### config.mk
export PLATFORM = sky130hd
export DESIGN_NAME = pixel_config_seq
export DESIGN_NICKNAME = d
export VERILOG_FILES = /design/src/rtl/pixel_config_seq.sv
export SDC_FILE = /design/constraint.sdc
export NUM_CORES = 1
export LEC_CHECK = 0
export CORE_ASPECT_RATIO = 1.5
export CORE_MARGIN = 2
export CORE_UTILIZATION = 54
export CTS_CLUSTER_DIAMETER = 120
export DETAILED_ROUTE_END_ITERATION = 6
export PLACE_DENSITY = 0.9
export RECOVER_POWER = 50
export SLEW_MARGIN = 20
export SYNTH_ARGS = -nofsm -noshare
export SYNTH_HDL_FRONTEND = slang
export SYNTH_SLANG_ARGS = --single-unit
### constraint.sdc
create_clock -name clk_40MHz -period 2.8 [get_ports clk_40MHz]
set_input_delay 0.56 -clock clk_40MHz [delete_from_list [all_inputs] [get_ports clk_40MHz]]
set_output_delay 0.56 -clock clk_40MHz [all_outputs]
set_load 0.05 [all_outputs]
### src/rtl/pixel_config_seq.sv
// Pixel-matrix configuration sequencer.
// Pulls 6-bit config words over a valid/ready stream and serialises them into the
// double-column tail registers: each word is presented on config_data with config_en
// high while one config_clk period is generated (downstream shifts on its falling edge).
// After WORDS_PER_ROW words a push_en window of PUSH_CYCLES cycles is issued; this
// repeats for ROWS rows, after which done pulses.
//
// Ports:
//   clk_40MHz   in   system clock, all state on rising edge
//   rst         in   synchronous active-high reset
//   start       in   one-cycle pulse, starts a full configuration (ignored while busy)
//   abort       in   request to stop early; deferred until an in-flight shift completes
//   word_data   in   [5:0] next config word
//   word_valid  in   word_data valid
//   word_ready  out  word accepted when word_valid & word_ready on the same edge
//   config_data out  [5:0] word presented to the shift chain
//   config_en   out  shift enable to the chain
//   config_clk  out  registered, glitch-free shift clock
//   push_en     out  row push strobe
//   busy        out  sequence in progress
//   done        out  one-cycle pulse after the last row push
//   aborted     out  one-cycle pulse when an abort ends the sequence
//   row_idx     out  [6:0] current row
//   word_idx    out  [4:0] current word within the row
module pixel_config_seq #(
   parameter int unsigned WORDS_PER_ROW = 32,
   parameter int unsigned ROWS          = 128,
   parameter int unsigned HALF_PER      = 2,
   parameter int unsigned PUSH_CYCLES   = 4
) (
   input  logic       clk_40MHz,
   input  logic       rst,
   input  logic       start,
   input  logic       abort,
   input  logic [5:0] word_data,
   input  logic       word_valid,
   output logic       word_ready,
   output logic [5:0] config_data,
   output logic       config_en,
   output logic       config_clk,
   output logic       push_en,
   output logic       busy,
   output logic       done,
   output logic       aborted,
   output logic [6:0] row_idx,
   output logic [4:0] word_idx
);

   localparam logic [3:0] HalfLast = 4'(HALF_PER - 1);
   localparam logic [3:0] PushLast = 4'(PUSH_CYCLES - 1);
   localparam logic [4:0] WordLast = 5'(WORDS_PER_ROW - 1);
   localparam logic [6:0] RowLast  = 7'(ROWS - 1);

   typedef enum logic [2:0] {
      StIdle,
      StLoad,
      StShiftHi,
      StShiftLo,
      StPush
   } state_e;

   state_e     state_q;
   logic [3:0] cnt_q;
   logic       abort_pend_q;
   logic       word_ready_q;
   logic [5:0] config_data_q;
   logic       config_en_q;
   logic       config_clk_q;
   logic       push_en_q;
   logic       busy_q;
   logic       done_q;
   logic       aborted_q;
   logic [6:0] row_q;
   logic [4:0] word_q;

   logic abort_eff;
   logic abort_exit;

   // An abort only terminates where no shift is in flight: in LOAD, in PUSH, or on the
   // last cycle of SHIFT_LO (after the falling edge has already been delivered).
   always_comb begin
      abort_eff  = abort | abort_pend_q;
      abort_exit = 1'b0;
      case (state_q)
         StLoad, StPush: abort_exit = abort_eff;
         StShiftLo:      abort_exit = abort_eff && (cnt_q == HalfLast);
         default:        abort_exit = 1'b0;
      endcase
   end

   always_ff @(posedge clk_40MHz) begin
      if (rst) begin
         state_q       <= StIdle;
         cnt_q         <= '0;
         abort_pend_q  <= 1'b0;
         word_ready_q  <= 1'b0;
         config_data_q <= '0;
         config_en_q   <= 1'b0;
         config_clk_q  <= 1'b0;
         push_en_q     <= 1'b0;
         busy_q        <= 1'b0;
         done_q        <= 1'b0;
         aborted_q     <= 1'b0;
         row_q         <= '0;
         word_q        <= '0;
      end else if (abort_exit) begin
         state_q       <= StIdle;
         cnt_q         <= '0;
         abort_pend_q  <= 1'b0;
         word_ready_q  <= 1'b0;
         config_data_q <= '0;
         config_en_q   <= 1'b0;
         config_clk_q  <= 1'b0;
         push_en_q     <= 1'b0;
         busy_q        <= 1'b0;
         done_q        <= 1'b0;
         aborted_q     <= 1'b1;
         row_q         <= '0;
         word_q        <= '0;
      end else begin
         done_q       <= 1'b0;
         aborted_q    <= 1'b0;
         // Aborts seen in IDLE are dropped so they cannot kill the next run.
         abort_pend_q <= (state_q != StIdle) && abort_eff;
         case (state_q)
            StIdle: begin
               if (start && !abort) begin
                  state_q      <= StLoad;
                  cnt_q        <= '0;
                  row_q        <= '0;
                  word_q       <= '0;
                  word_ready_q <= 1'b1;
                  busy_q       <= 1'b1;
               end
            end
            StLoad: begin
               if (word_valid) begin
                  state_q       <= StShiftHi;
                  cnt_q         <= '0;
                  config_data_q <= word_data;
                  config_en_q   <= 1'b1;
                  config_clk_q  <= 1'b1;
                  word_ready_q  <= 1'b0;
               end
            end
            StShiftHi: begin
               if (cnt_q == HalfLast) begin
                  state_q      <= StShiftLo;
                  cnt_q        <= '0;
                  config_clk_q <= 1'b0;  // downstream shift edge
               end else begin
                  cnt_q <= cnt_q + 4'd1;
               end
            end
            StShiftLo: begin
               if (cnt_q == HalfLast) begin
                  cnt_q <= '0;
                  if (word_q == WordLast) begin
                     state_q     <= StPush;
                     config_en_q <= 1'b0;
                     push_en_q   <= 1'b1;
                  end else begin
                     state_q      <= StLoad;
                     word_q       <= word_q + 5'd1;
                     word_ready_q <= 1'b1;
                  end
               end else begin
                  cnt_q <= cnt_q + 4'd1;
               end
            end
            StPush: begin
               if (cnt_q == PushLast) begin
                  cnt_q     <= '0;
                  push_en_q <= 1'b0;
                  if (row_q == RowLast) begin
                     state_q <= StIdle;
                     busy_q  <= 1'b0;
                     done_q  <= 1'b1;
                  end else begin
                     state_q      <= StLoad;
                     row_q        <= row_q + 7'd1;
                     word_q       <= '0;
                     word_ready_q <= 1'b1;
                  end
               end else begin
                  cnt_q <= cnt_q + 4'd1;
               end
            end
            default: state_q <= StIdle;
         endcase
      end
   end

   assign word_ready  = word_ready_q;
   assign config_data = config_data_q;
   assign config_en   = config_en_q;
   assign config_clk  = config_clk_q;
   assign push_en     = push_en_q;
   assign busy        = busy_q;
   assign done        = done_q;
   assign aborted     = aborted_q;
   assign row_idx     = row_q;
   assign word_idx    = word_q;

endmodule

==> flow_summary.yaml <==
clocking:
  clkSlewWorstSetupHoldPaths_ns: 0.07
  clk_latency_ns: 0.29
  cts_buffer_depth: 2
  h-tree-depth: 2
  cts_inserted_buffers: 5
  cts_resized: 0
  cts_setup_buffers: 0
  cts_tree: "done"
  clkSinkCount: 33
  hold_buffers: 0
  cts-root-buf: "clkbuf_8"
yosys:
  syn_area_per_cell_um2: 8.91
  synth_fp_nets: 211
  ys_types: 48
  synth_area_um2: 1740
  ys_ff_latch: 33
  synthCells: 195
  async_flop_share_pct: 0
  synth.yosys.seq_area_share_pct: 38.0
  synth-edff-count: 0
  yosysWarnings: 0
  synthFlopType: "dfxtp_1"
timing:
  timing.final.crit_share_pct: 79.4
  hold_ws_ns: 0.456
  rsz0062_at_grt: "no"
  hold_viol: 0
  fmax_ghz: 0.450
  tightest_slew_ns: 0.633
  setup_ws_ns: 0.576
  slew_violations: 0
  fin_crit_ns: 2.22
  fin_setup_tns_ns: 0
  finClkSkew_ns: 0.00452
  setup_viol: 0
  slew-limit-headroom_pct: 57.5
routing:
  drc_errors: 0
  post_drt_wl_per_cell_um: 15.7
  drt-pass1-iter-count: 4
  num_vias: 1689
  drt-vias-per-instance: 6.26
  ant_nets: 0
  routed_wl_mm: 4.25
  drtIter0Drc: 56
critical_path:
  crit_path_end_kind: "register"
  r2r-start: "state_q[2]$_SDFFE_PP0P_"
  cpMaxStageDelayCell: "dfxtp_1"
  crit_family: "flip-flops"
  startpoint: "state_q[2]$_SDFFE_PP0P_"
  critical_path_class: "reg2reg"
  worstPathMaxFanout: 24
  crit_buf_inv: 1
  crit_required_ns: 2.96
  cp-start-kind: "register"
  max_stage_delay_ns: 0.66
  arrival_ns: 2.38
  crit_chain: "or3b_1 -> a221o_1 -> nand2b_1 -> buf_4 -> o32ai_1"
finish:
  drive_above_1_share_pct: 5.22
  seq_area_um2: 661
  fillers: 256
  stdcell_area_um2: 2200
  design.final.nets: 245
  utilization_pct: 70.5
  n_antenna_cell: 0
  multiInputGateArea_um2: 997
  final_common_cell: "dfxtp_1"
  final_cell_mix: "dfxtp_1 (33), dlygate4sd3_1 (24), nor2_1 (14), nand2_1 (14)"
  instances_no_fill: 270
  area_growth_pct: 26.9
floorplanning:
  fp.dieH_um: 73.5
  core-area_um2: 3130
  start_util_pct: 55.6
  die_area_um2: 3700
  io_pins: 36
  die_w_um: 50.3
  row_count: 25
placement:
  place_congestion: 0.827
  io_buffers: 35
  pre_cts_ws_ns: 0.511
  postPlaceCellArea_um2: 2090
  hpwl_mm: 3.01
  dp.cells: 262
worst_hold_path:
  min_from: "word_ready$_SDFFE_PP0P_"
  hold_path.class: "reg2reg"
global_route:
  grt_overflow_total: 0
  grt_max_degree: 25
  grt_pass1_wl_mm: 7.05
  grt.total_usage_pct: 24.8
  grt_pass1_vias: 1524
  antenna_found_initial: 0
pwr:
  peakVddDrop_mv: 0.582
  p_total_mw: 1.30
  power.density_nw_per_um2: 590
  p_leak_nw: 0.839
run:
  maxCapViolations: 0
status:
  outcome: "finished, final reports clean"
[power by group]
group | internal, mW | leakage [nW] | switching, mW
Sequential | 0.494 | 0.267 | 0.0314
Clock | 0.290 | 0.0585 | 0.171
Combinational | 0.119 | 0.514 | 0.196
[kinds of logic after synthesis]
logic type      after synthesis  synth area share, %
compound gates               52                 21.7
fa+ha+maj                     5                 3.60
buf+inv                      15                 4.61
flops                        33                 38.0
mux                           9                 5.18
simple gates                 81                 26.9
[layout make-up]
type | count | share of cell area, %
multi-input combinational | 147 | 45.2
sequential | 33 | 30.0
timing repair buffer | 36 | 16.2
clock buffer | 7 | 3.92
tap | 40 | 2.27
clock inverter | 1 | 1.36
inverter | 6 | 1.02
[cell usage after synthesis (all sizes together), types with 3 or more instances]
library cell / number / area, um^2
dfxtp: 33 / 661
nor3: 7 / 40.0
or4: 3 / 22.5
nand3: 6 / 30.0
nor2b: 3 / 18.8
o32ai: 4 / 35.0
a311oi: 3 / 26.3
nand3b: 6 / 45.0
a211oi: 6 / 45.0
a21oi: 11 / 55.1
nand4: 3 / 18.8
a22oi: 4 / 30.0
mux2i: 9 / 90.1
inv: 6 / 22.5
nor2: 14 / 52.6
nand2b: 7 / 43.8
a31oi: 6 / 37.5
ha: 5 / 62.6
nand2: 14 / 52.6
or3b: 3 / 26.3
buf: 7 / 50.1
nor3b: 4 / 35.0
[worst reg2reg max path: stages, from the launching register on]
cell and delay [ns]:
dfxtp_1 0.66, or3b_1 0.46, a221o_1 0.44, nand2b_1 0.11, buf_4 0.27, o32ai_1 0.15
[per-layer routing]
metal	vias up	wire length, um	track usage (%)	part of all wire [%]
met1	788	1700	29.8	40
met2	72	2180	41.5	51
met5	-	0	0	0
met3	15	242	5.08	5.7
met4	0	127	12.9	3.0
li1	814	-	-	-
[flip-flops by register name (all words and copies together), names as in the netlist]
| name | count |
|---|---|
| abort_pend_q | 1 |
| config_data | 6 |
| busy | 1 |
| done | 1 |
| cnt_q | 4 |
| config_en | 1 |
| state_q | 3 |
| row_idx | 7 |
| aborted | 1 |
| config_clk | 1 |
| word_ready | 1 |
| push_en | 1 |
| word_idx | 5 |
[path summary, 6_finish.rpt]
| kind | slack [ns] | depth (start not counted) | end |
|---|---|---|---|
| worst max-delay path | 0.58 | 5 | word_idx[3]$_SDFFE_PP0P_ |
| worst min-delay path | 0.46 | 2 | word_ready$_SDFFE_PP0P_ |
| worst max register to register | 0.58 | 5 | word_idx[3]$_SDFFE_PP0P_ |
| worst min register to register | 0.46 | 2 | word_ready$_SDFFE_PP0P_ |
Note: power is estimated with default switching activity, not from simulation.
